===== src/rtl/sdram_bist.sv =====
// sdram_bist: pattern write / read-back test engine for the sdram_controller3 user port.
// Writes every word of [START_ADDR, END_ADDR) at STRIDE, reads it back, and reports the result.
module sdram_bist #(
  parameter int          ADDR_W      = 24,
  parameter int          DATA_W      = 32,
  parameter int unsigned START_ADDR  = 'h1000,
  parameter int unsigned END_ADDR    = 'h1100,
  parameter int unsigned STRIDE      = 4,
  parameter logic [31:0] LFSR_TAPS   = 32'h00400007,
  parameter logic [31:0] SEED        = 32'd1,
  parameter int unsigned TIMEOUT     = 1023,
  parameter bit          STOP_ON_ERR = 1'b0
) (
  input  logic              CLOCK_50,
  input  logic              rst_n,
  input  logic              start,
  input  logic [1:0]        mode,
  output logic              busy,
  output logic              done,
  output logic              pass,
  output logic              fail,
  output logic              timeout,
  output logic [15:0]       err_count,
  output logic [ADDR_W-1:0] err_addr,
  output logic [DATA_W-1:0] err_expected,
  output logic [DATA_W-1:0] err_actual,
  output logic [ADDR_W-1:0] address,
  output logic [DATA_W-1:0] data_in,
  output logic              req_write,
  output logic              req_read,
  input  logic              write_complete,
  input  logic              data_valid,
  input  logic [DATA_W-1:0] data_out
);
  localparam int BW = (DATA_W > 1) ? $clog2(DATA_W) : 1;
  localparam int TW = (TIMEOUT > 1) ? $clog2(TIMEOUT + 1) : 1;
  localparam logic [ADDR_W:0] START_X = (ADDR_W+1)'(START_ADDR);
  localparam logic [ADDR_W:0] END_X = (ADDR_W+1)'(END_ADDR);
  localparam logic [ADDR_W:0] STRIDE_X = (ADDR_W+1)'(STRIDE);
  localparam bit EMPTY = END_X <= START_X;
  localparam logic [DATA_W-1:0] SEED_V = (DATA_W'(SEED) == '0) ? DATA_W'(1) : DATA_W'(SEED);
  localparam logic [DATA_W-1:0] TAPS_V = DATA_W'(LFSR_TAPS);
  localparam logic [TW-1:0] TLIM = TW'(TIMEOUT - 1);

  typedef enum logic [2:0] {IDLE, WR_REQ, WR_WAIT, RD_REQ, RD_WAIT, DONE} state_t;

  state_t            state_q, state_d;
  logic [1:0]        mode_q, mode_d;
  logic [ADDR_W-1:0] addr_q, addr_d;
  logic [BW-1:0]     bidx_q, bidx_d;
  logic [DATA_W-1:0] lfsr_q, lfsr_d;
  logic [TW-1:0]     tcnt_q, tcnt_d;
  logic              wc_q, dv_q;
  logic              busy_q, busy_d, done_q, done_d, pass_q, pass_d, fail_q, fail_d;
  logic              timeout_q, timeout_d;
  logic [15:0]       err_count_q, err_count_d;
  logic [ADDR_W-1:0] err_addr_q, err_addr_d;
  logic [DATA_W-1:0] err_expected_q, err_expected_d, err_actual_q, err_actual_d;
  logic [ADDR_W-1:0] address_q, address_d;
  logic [DATA_W-1:0] data_in_q, data_in_d;
  logic              req_write_q, req_write_d, req_read_q, req_read_d;

  logic [ADDR_W+DATA_W-1:0] wide;
  logic [DATA_W-1:0]        pat, lfsr_nx;
  logic [BW-1:0]            bidx_nx;
  logic [ADDR_W:0]          sum;
  logic                     last, wc_edge, dv_edge, mism, fin;

  assign busy         = busy_q;
  assign done         = done_q;
  assign pass         = pass_q;
  assign fail         = fail_q;
  assign timeout      = timeout_q;
  assign err_count    = err_count_q;
  assign err_addr     = err_addr_q;
  assign err_expected = err_expected_q;
  assign err_actual   = err_actual_q;
  assign address      = address_q;
  assign data_in      = data_in_q;
  assign req_write    = req_write_q;
  assign req_read     = req_read_q;

  // Pattern for the current word; the read phase regenerates it from the same address/index/LFSR state.
  always_comb begin
    wide = {{DATA_W{1'b0}}, addr_q};
    wide = wide | (wide << (DATA_W / 2));
    pat = (mode_q == 2'd0) ? wide[DATA_W-1:0] :
          (mode_q == 2'd1) ? ~wide[DATA_W-1:0] :
          (mode_q == 2'd2) ? (DATA_W'(1) << bidx_q) : lfsr_q;
    lfsr_nx = {lfsr_q[DATA_W-2:0], 1'b0} ^ (lfsr_q[DATA_W-1] ? TAPS_V : '0);
    bidx_nx = (bidx_q == BW'(DATA_W - 1)) ? '0 : bidx_q + BW'(1);
    sum = {1'b0, addr_q} + STRIDE_X;
    last = sum >= END_X;
    wc_edge = write_complete & ~wc_q;
    dv_edge = data_valid & ~dv_q;
    mism = data_out != pat;
  end

  always_comb begin
    state_d = state_q;
    mode_d = mode_q;
    addr_d = addr_q;
    bidx_d = bidx_q;
    lfsr_d = lfsr_q;
    tcnt_d = tcnt_q;
    busy_d = busy_q;
    done_d = done_q;
    pass_d = pass_q;
    fail_d = fail_q;
    timeout_d = timeout_q;
    err_count_d = err_count_q;
    err_addr_d = err_addr_q;
    err_expected_d = err_expected_q;
    err_actual_d = err_actual_q;
    address_d = address_q;
    data_in_d = data_in_q;
    req_write_d = 1'b0;
    req_read_d = 1'b0;
    fin = 1'b0;
    case (state_q)
      IDLE, DONE: if (start) begin
        mode_d = mode;
        addr_d = START_X[ADDR_W-1:0];
        bidx_d = '0;
        lfsr_d = SEED_V;
        err_count_d = '0;
        err_addr_d = '0;
        err_expected_d = '0;
        err_actual_d = '0;
        timeout_d = 1'b0;
        fail_d = 1'b0;
        done_d = EMPTY;
        pass_d = EMPTY;
        busy_d = !EMPTY;
        state_d = EMPTY ? DONE : WR_REQ;
      end
      WR_REQ, RD_REQ: begin
        address_d = addr_q;
        data_in_d = (state_q == WR_REQ) ? pat : data_in_q;
        req_write_d = state_q == WR_REQ;
        req_read_d = state_q == RD_REQ;
        tcnt_d = '0;
        state_d = (state_q == WR_REQ) ? WR_WAIT : RD_WAIT;
      end
      WR_WAIT, RD_WAIT: if (state_q == WR_WAIT ? wc_edge : dv_edge) begin
        if (state_q == RD_WAIT && mism) begin
          err_count_d = (err_count_q == 16'hFFFF) ? err_count_q : err_count_q + 16'd1;
          if (err_count_q == '0) begin
            err_addr_d = addr_q;
            err_expected_d = pat;
            err_actual_d = data_out;
          end
        end
        fin = state_q == RD_WAIT && (last || (mism && STOP_ON_ERR));
        // The write phase wraps back to the first word with a fresh LFSR for read-back.
        addr_d = last ? START_X[ADDR_W-1:0] : sum[ADDR_W-1:0];
        bidx_d = last ? '0 : bidx_nx;
        lfsr_d = last ? SEED_V : lfsr_nx;
        state_d = fin ? DONE : (state_q == RD_WAIT || last) ? RD_REQ : WR_REQ;
        done_d = fin;
        busy_d = !fin;
        pass_d = fin && err_count_d == '0;
        fail_d = fin && err_count_d != '0;
      end else if (tcnt_q == TLIM) begin
        timeout_d = 1'b1;
        done_d = 1'b1;
        fail_d = 1'b1;
        pass_d = 1'b0;
        busy_d = 1'b0;
        state_d = DONE;
      end else begin
        tcnt_d = tcnt_q + TW'(1);
      end
      default: state_d = IDLE;
    endcase
  end

  always_ff @(posedge CLOCK_50 or negedge rst_n) begin
    if (!rst_n) begin
      state_q <= IDLE;
      mode_q <= '0;
      addr_q <= '0;
      bidx_q <= '0;
      lfsr_q <= '0;
      tcnt_q <= '0;
      wc_q <= 1'b0;
      dv_q <= 1'b0;
      busy_q <= 1'b0;
      done_q <= 1'b0;
      pass_q <= 1'b0;
      fail_q <= 1'b0;
      timeout_q <= 1'b0;
      err_count_q <= '0;
      err_addr_q <= '0;
      err_expected_q <= '0;
      err_actual_q <= '0;
      address_q <= '0;
      data_in_q <= '0;
      req_write_q <= 1'b0;
      req_read_q <= 1'b0;
    end else begin
      state_q <= state_d;
      mode_q <= mode_d;
      addr_q <= addr_d;
      bidx_q <= bidx_d;
      lfsr_q <= lfsr_d;
      tcnt_q <= tcnt_d;
      wc_q <= write_complete;
      dv_q <= data_valid;
      busy_q <= busy_d;
      done_q <= done_d;
      pass_q <= pass_d;
      fail_q <= fail_d;
      timeout_q <= timeout_d;
      err_count_q <= err_count_d;
      err_addr_q <= err_addr_d;
      err_expected_q <= err_expected_d;
      err_actual_q <= err_actual_d;
      address_q <= address_d;
      data_in_q <= data_in_d;
      req_write_q <= req_write_d;
      req_read_q <= req_read_d;
    end
  end
endmodule


===== config.mk =====
export PLATFORM = sky130hd
export DESIGN_NAME = sdram_bist
export DESIGN_NICKNAME = d
export VERILOG_FILES = /design/src/rtl/sdram_bist.sv
export SDC_FILE = /design/constraint.sdc
export NUM_CORES = 1
export LEC_CHECK = 0
export CAP_MARGIN = 5
export CORE_ASPECT_RATIO = 1.2
export CORE_MARGIN = 5
export CORE_UTILIZATION = 30
export CTS_CLUSTER_SIZE = 30
export DETAILED_ROUTE_END_ITERATION = 8
export HOLD_SLACK_MARGIN = 0.02
export PLACE_DENSITY_LB_ADDON = 0.12
export SETUP_SLACK_MARGIN = 0.15
export SLEW_MARGIN = 20
export SYNTH_ARGS = -nofsm -noshare
export SYNTH_HDL_FRONTEND = slang
export SYNTH_SLANG_ARGS = --single-unit
export TNS_END_PERCENT = 20

===== constraint.sdc =====
create_clock -name CLOCK_50 -period 6.4 [get_ports CLOCK_50]
set_clock_uncertainty 0.2 [all_clocks]
set_input_delay 1.28 -clock CLOCK_50 [delete_from_list [all_inputs] [get_ports CLOCK_50]]
set_output_delay 1.28 -clock CLOCK_50 [all_outputs]
set_load 0.01 [all_outputs]

# [Word level (Yosys, flattened, before mapping)]
# Index checks and enable logic that the tools add are counted.
[totals] regBits=245 in_bits=39 wordCells=142 out_inout_bits=167
[op_classes] n_reduce_logical=24 mux=65 add_sub_neg=4 eq_ne=19 n_shift=1 n_lt_le_gt_ge=1 n_bitwise=7
[op_table] cell="32-bit 2-to-1 mux" n=13
[op_table] cell="32-bit case mux with 2 select lines" n=3
[op_table] cell="24-bit 2-to-1 mux" n=7
[op_table] cell="16-bit 2-to-1 mux" n=6
[op_table] cell="24-bit case mux with 2 select lines" n=2
[op_table] cell="16-bit zero test" n=2
[op_table] cell="32-bit != test" n=1
[op_table] cell="32-bit NOT" n=1
[op_table] cell="24-bit by 32-bit OR with 32-bit output" n=1
[op_table] cell="16-bit case mux with 2 select lines" n=1
[op_table] cell="1-bit by 5-bit << shifter with 32-bit output, first input constant" n=1
[op_table] cell="32-bit by 23-bit XOR with 32-bit output" n=1
[op_table] cell="24-bit by 3-bit adder with 25-bit output, second input constant" n=1
[op_table] cell="25-bit by 13-bit >= comparator with 1-bit output, second input constant" n=1
[op_table] cell="23-bit 2-to-1 mux" n=1
[op_table] cell="10-bit 2-to-1 mux" n=2
[op_table] cell="5-bit 2-to-1 mux" n=4
[op_table] cell="10-bit case mux with 2 select lines" n=1
[op_table] cell="16-bit by 1-bit adder with 16-bit output, second input constant" n=1
[op_table] cell="16-bit equality test, second input constant" n=1
[op_table] cell="16-bit nonzero test" n=1
[op_table] cell="3-bit 2-to-1 mux" n=5
[op_table] cell="2-bit != test, second input constant" n=7
[op_table] cell="1-bit 2-to-1 mux" n=12
[op_table] cell="27 further kinds" n=45

# [Longest topological paths before layout]
[depth] depth_word=13 mapped_depth=18 mapped_depth_nobuf=13

# [Worst setup path after synthesis]
# OpenSTA, ideal clock, no wires.
[synth_timing] path_type="input-to-reg" startpoint="input data_out[22]" endpoint="register fail_q, in the netlist fail" arrival_ns=3.694 t_required_ns=6.076 setup_slack_ns=2.382 setup_ns=0.124 stages=9 n_path_buf=0 path_cell_list="or3_1 a2111oi_2 nand4_1 nor4_4 a21oi_2 or3_1 a221oi_2 nand4_1 o31a_1"
[synth_via] elab_chain_len=9
[synth_lines] item="start: declaration" line="33" text="input logic [DATA_W-1:0] data_out"
[synth_lines] item="32-bit != test" line="96" text="mism = data_out != pat;"
[synth_lines] item="1-bit logical AND" line="146" text="if (state_q == RD_WAIT && mism) begin"
[synth_lines] item="16-bit 2-to-1 mux" line="146"
[synth_lines] item="16-bit 2-to-1 mux" line="145" text="WR_WAIT, RD_WAIT: if (state_q == WR_WAIT ? wc_edge : dv_edge) begin"
[synth_lines] item="16-bit 2-to-1 mux" line="120" text="case (state_q)"
[synth_lines] item="16-bit nonzero test" line="163" text="fail_d = fin && err_count_d != '0;"
[synth_lines] item="1-bit logical AND" line="163"
[synth_lines] item="1-bit 2-to-1 mux" line="145"
[synth_lines] item="1-bit case mux with 2 select lines" line="120"
[synth_lines] item="end signal: assignment" line="213" text="fail_q <= fail_d;"
[synth_lines] item="end: declaration" line="54" text="logic busy_q, busy_d, done_q, done_d, pass_q, pass_d, fail_q, fail_d;"
# No other way between the ends. The select of a mux whose other input is x is not followed.
# A chain may end at the register's enable or synchronous reset.

# [Worst setup path after layout]
[layout_timing] startpoint="register mode_q[0]" endpoint="register err_expected_q[30], in the netlist err_expected[30]"
[layout_via] elab_chain_len=8 elab_cells_between_ends=14 cone_classes="eq/ne: 4; mux: 7; reduce/logical: 3"
[layout_lines] item="start: declaration" line="48" text="logic [1:0] mode_q, mode_d;"
[layout_lines] item="start signal: assignment" line="203" text="mode_q <= mode_d;"
[layout_lines] item="2-bit equality test" line="89" text="(mode_q == 2'd2) ? (DATA_W'(1) << bidx_q) : lfsr_q;"
[layout_lines] item="32-bit 2-to-1 mux" line="89"
[layout_lines] item="32-bit 2-to-1 mux" line="88" text="(mode_q == 2'd1) ? ~wide[DATA_W-1:0] :"
[layout_lines] item="32-bit 2-to-1 mux *" line="87" text="pat = (mode_q == 2'd0) ? wide[DATA_W-1:0] :"
[layout_lines] item="32-bit != test or 32-bit 2-to-1 mux (tied branches)" line="96, 148"
[layout_lines] item="1-bit logical AND or 32-bit 2-to-1 mux (tied branches)" line="146"
[layout_lines] item="2-bit != test (no source line) or 32-bit 2-to-1 mux (tied branches)"
[layout_lines] item="5-bit AND reduction (no source line) or 32-bit case mux with 2 select lines (tied branches)"
[layout_lines] item="end signal: assignment" line="217" text="err_expected_q <= err_expected_d;"
[layout_lines] item="end: declaration" line="58" text="logic [DATA_W-1:0] err_expected_q, err_expected_d, err_actual_q, err_actual_d;"
# Mark *: on every way between the ends. The rest lies on a longest branch, timed or not. The select of a mux whose other input is x is not followed.

==> key figures <==
Yosys
  • Seq/Total Area, Yosys: 48.0%
  • Synth Register Bits: 240
  • Synth top area cells: dfrtp_1 48%, nand2_1 8.5%, o21ai_0 5.4%
  • Top cell type by total area after synthesis: dfrtp_1
  • Syn Area/Cell: 9.12 µm²
  • Top cell type's share of synthesized area: 48.0%
  • Ys flop type: dfrtp_1
  • Synth Area in XOR/XNOR: 2.94%
  • Compound-Gate Fraction of Synth Area: 20.4%
  • Mapped Cells: 1371
  • Post-Syn Area: 12500 µm²
  • Largest family of logic cells by synthesized area: simple AND/OR/NAND/NOR gates
  • Adder-Cell Fraction of Synth Area: 1.40%
  • Post-synthesis simple-gate area fraction: 20.8%
  • Mux share of post-synthesis cell area: 1.09%
  • Synth warnings: 0
  • Post-synth EDFFs: 0
  • Post-synth cell types: just over 90
  • Post-synth ARST share: 100%

Die
  • FP Rows: slightly above 80
  • Initial core utilization: between 30 and 40%
  • Die area: 45900 µm²
  • Core footprint: 41400 µm²
  • DIE WIDTH: 196 µm
  • Number of I/O pins: 206
  • Die height: 234 µm

Timing
  • RSZ-0062 raised after global routing: false
  • Max Fclk: 198 MHz
  • Final setup TNS: 0 ps
  • Fin crit period: 5050 ps
  • Endpoints failing hold: 0
  • Final Setup Violations: 0
  • Worst slew pin tran: 1010 ps
  • Slew Limit Fails: 0
  • Worst slew margin: 32.3%
  • Final period util: slightly below 80%

Critical path
  • Reg2reg setup slack: 1350 ps
  • CP required: 6660 ps
  • R2R Path Start: mode_q[0]
  • Crit-path max FO: between 60 and 70
  • CP startpoint kind: flop
  • WP data arrival: around 5300 ps
  • Critical Path Max Stage Delay: 870 ps
  • CP max-delay cell: dfrtp_2
  • Worst Setup Path Type: flop to flop
  • RR Endpoint: err_expected[30]
  • CP endpoint kind: flop
  • Cell-by-cell trace of the critical path: and4bb_4 -> a22oi_1 -> xnor2_1 -> a2111oi_0 -> o2111ai_1 -> nor4_4 -> a21oi_1 -> o21ai_1 -> a21o_4 -> buf_12 -> nand2_1 -> o31ai_1
  • Reg2reg path depth: 12

Status
  • Status: finished, final reports clean

Detailed routing
  • DRT antenna net count: 0
  • WL final: 46200 µm
  • Iter 0 DRT Violations: 706
  • Routed vias/inst: around 5.2
  • Routed vias: approximately 11000
  • Drc violations: 0
  • Drt wl/cell: between 20 and 25 µm
  • DR pass1 iterations: 7

Cells and area
  • Final nets: around 1600
  • Leading cell type in the layout, fill and taps excluded: nand2_1
  • Ant diodes: 0
  • Fillers: 4217
  • Core Util, Final: 38.3%
  • Area grow syn2layout: 26.8%
  • Most frequent cells in the layout: 282 x nand2_1, 238 x dfrtp_1, 202 x clkdlybuf4s50_1
  • Finished Cell Area: 15900 µm²
  • Share of layout cells above drive strength 1: 7.31%
  • Area occupied by multi-input gates: 5850 µm²
  • Seq. cell area: 6010 µm²

Place
  • Placer Congestion: 0.931
  • # port buffers: 203
  • Post-DP Area: 14900 µm²
  • DP Wirelength: 33400 µm

Hold path
  • Hold Path Origin: address[9]
  • Hold/Removal Path Class: flop to flop
  • Hold EP: address[9]
  • WHS Path Cells: 2

Power
  • PD cells: 409 nW/µm²
  • Worst VDD drop: 0.205 mV
  • Static leakage: 0.00664 µW

Global routing
  • Initial antenna violation count: 0
  • Global-route usage over all layers: 19.6%
  • Total gr overflow: 0
  • Vias in the first global route: approximately 11000
  • Largest net degree at the start of global routing: 120
  • Global-route wire length before repair: 69600 µm

Clock network
  • Post-CTS setup buffer count: 0
  • Number of clock buffers inserted by TritonCTS: 27
  • Bufs on Longest Clock Path: 3
  • CTS Hold Buffers Added: 0
  • CTS tree: yes
  • Clk slew on worst S/H paths: 60 ps
  • Worst-skew pair later-pin latency: 560 ps
  • Clock H-tree levels: 1
  • Clk root buf: clkbuf_16
  • Post-CTS Resized: 0
  • Clock sinks: 240

Run
  • Max Cap Viol: 0
[kinds of logic (layout without fill, tap and decap cells)]
kind of cell / count (synthesis) / count (layout)
AO/OA/AOI/OAI: 378 / 378
adder cells (fa/ha/maj): 14 / 14
AND/OR/NAND/NOR: 536 / 536
flip-flops: 240 / 240
buffers and inverters: 147 / 308
multiplexers: 13 / 13
XOR/XNOR: 42 / 42
other: 1 / 2
[cell usage after synthesis (9+ instances only)]
library cell and number:
clkbuf_1 64, nor3_1 21, or3_1 11, buf_2 28, nor2b_1 10, or2_2 9, a21oi_1 39, inv_1 34
nand4_1 18, nand2_1 282, nor2_1 63, dfrtp_1 240, and3_1 12, a22o_1 37, and2_1 22, xnor2_1 19
a31oi_1 13, buf_4 10, o21ai_0 136, o31ai_1 50, nand3_1 27, nand2b_1 12, ha_1 14, xor2_1 23
[report_power, final]
part / total [µW] / switching (µW) / internal, µW
registers: 2130 / 298 / 1830
clock network: 1680 / 654 / 1020
logic: 2680 / 1620 / 1050
[sequential cells by signal, summed over array words and instances, names as in the netlist, 10 cells and up]
| signal | count |
|---|---|
| data_in | 32 |
| err_actual | 32 |
| err_expected | 32 |
| lfsr_q | 32 |
| err_addr | 23 |
| addr_q | 22 |
| address | 22 |
| err_count | 16 |
| tcnt_q | 10 |
[area by class of cell]
type | instances | area share (%)
tap | 546 | 4.31
multi-input combinational | 985 | 36.9
timing repair buffer | 224 | 14.1
sequential | 240 | 37.9
clock inverter | 14 | 1.28
inverter | 35 | 0.829
clock buffer | 35 | 4.70
[worst max-delay path: cells and delay by family, from the launching register on]
family          cells  cell delay [ps]
compound gates      7             2450
simple gates        3              880
flops               1              870
buf+inv             1              320
xor+xnor            1              120
[routing by layer]
layer / global-route usage, % / share of wire (%)
met2: 33.1 / 49
met4: 6.66 / 3.3
met5: 0 / 0
met1: 25.8 / 43
met3: 2.76 / 5.2
[worst max path at each step]
stage	start	to	slack [ps]	cells after the start
2_1_floorplan	data_out[22]	fail	2380	9
3_3_place_gp	data_out[13]	err_expected[20]	1120	11
3_5_place_dp	data_out[12]	err_expected[20]	1140	12
4_1_cts	mode_q[0]	err_expected[8]	1360	12
5_1_grt	mode_q[0]	err_expected[15]	1130	13
6_report	mode_q[0]	err_expected[30]	1350	12
[per-stage QoR]
step	power, µW	setup WS (ps)	hold WS [ps]	cells
after floorplan	3580	2380	280	1372
after global placement	4850	1120	261	2030
after detailed placement	4870	1140	262	2030
final	6480	1350	273	2079
after CTS	6580	1360	278	2079
after global routing	6880	1130	299	2079
(Power assumes the default switching activity.)
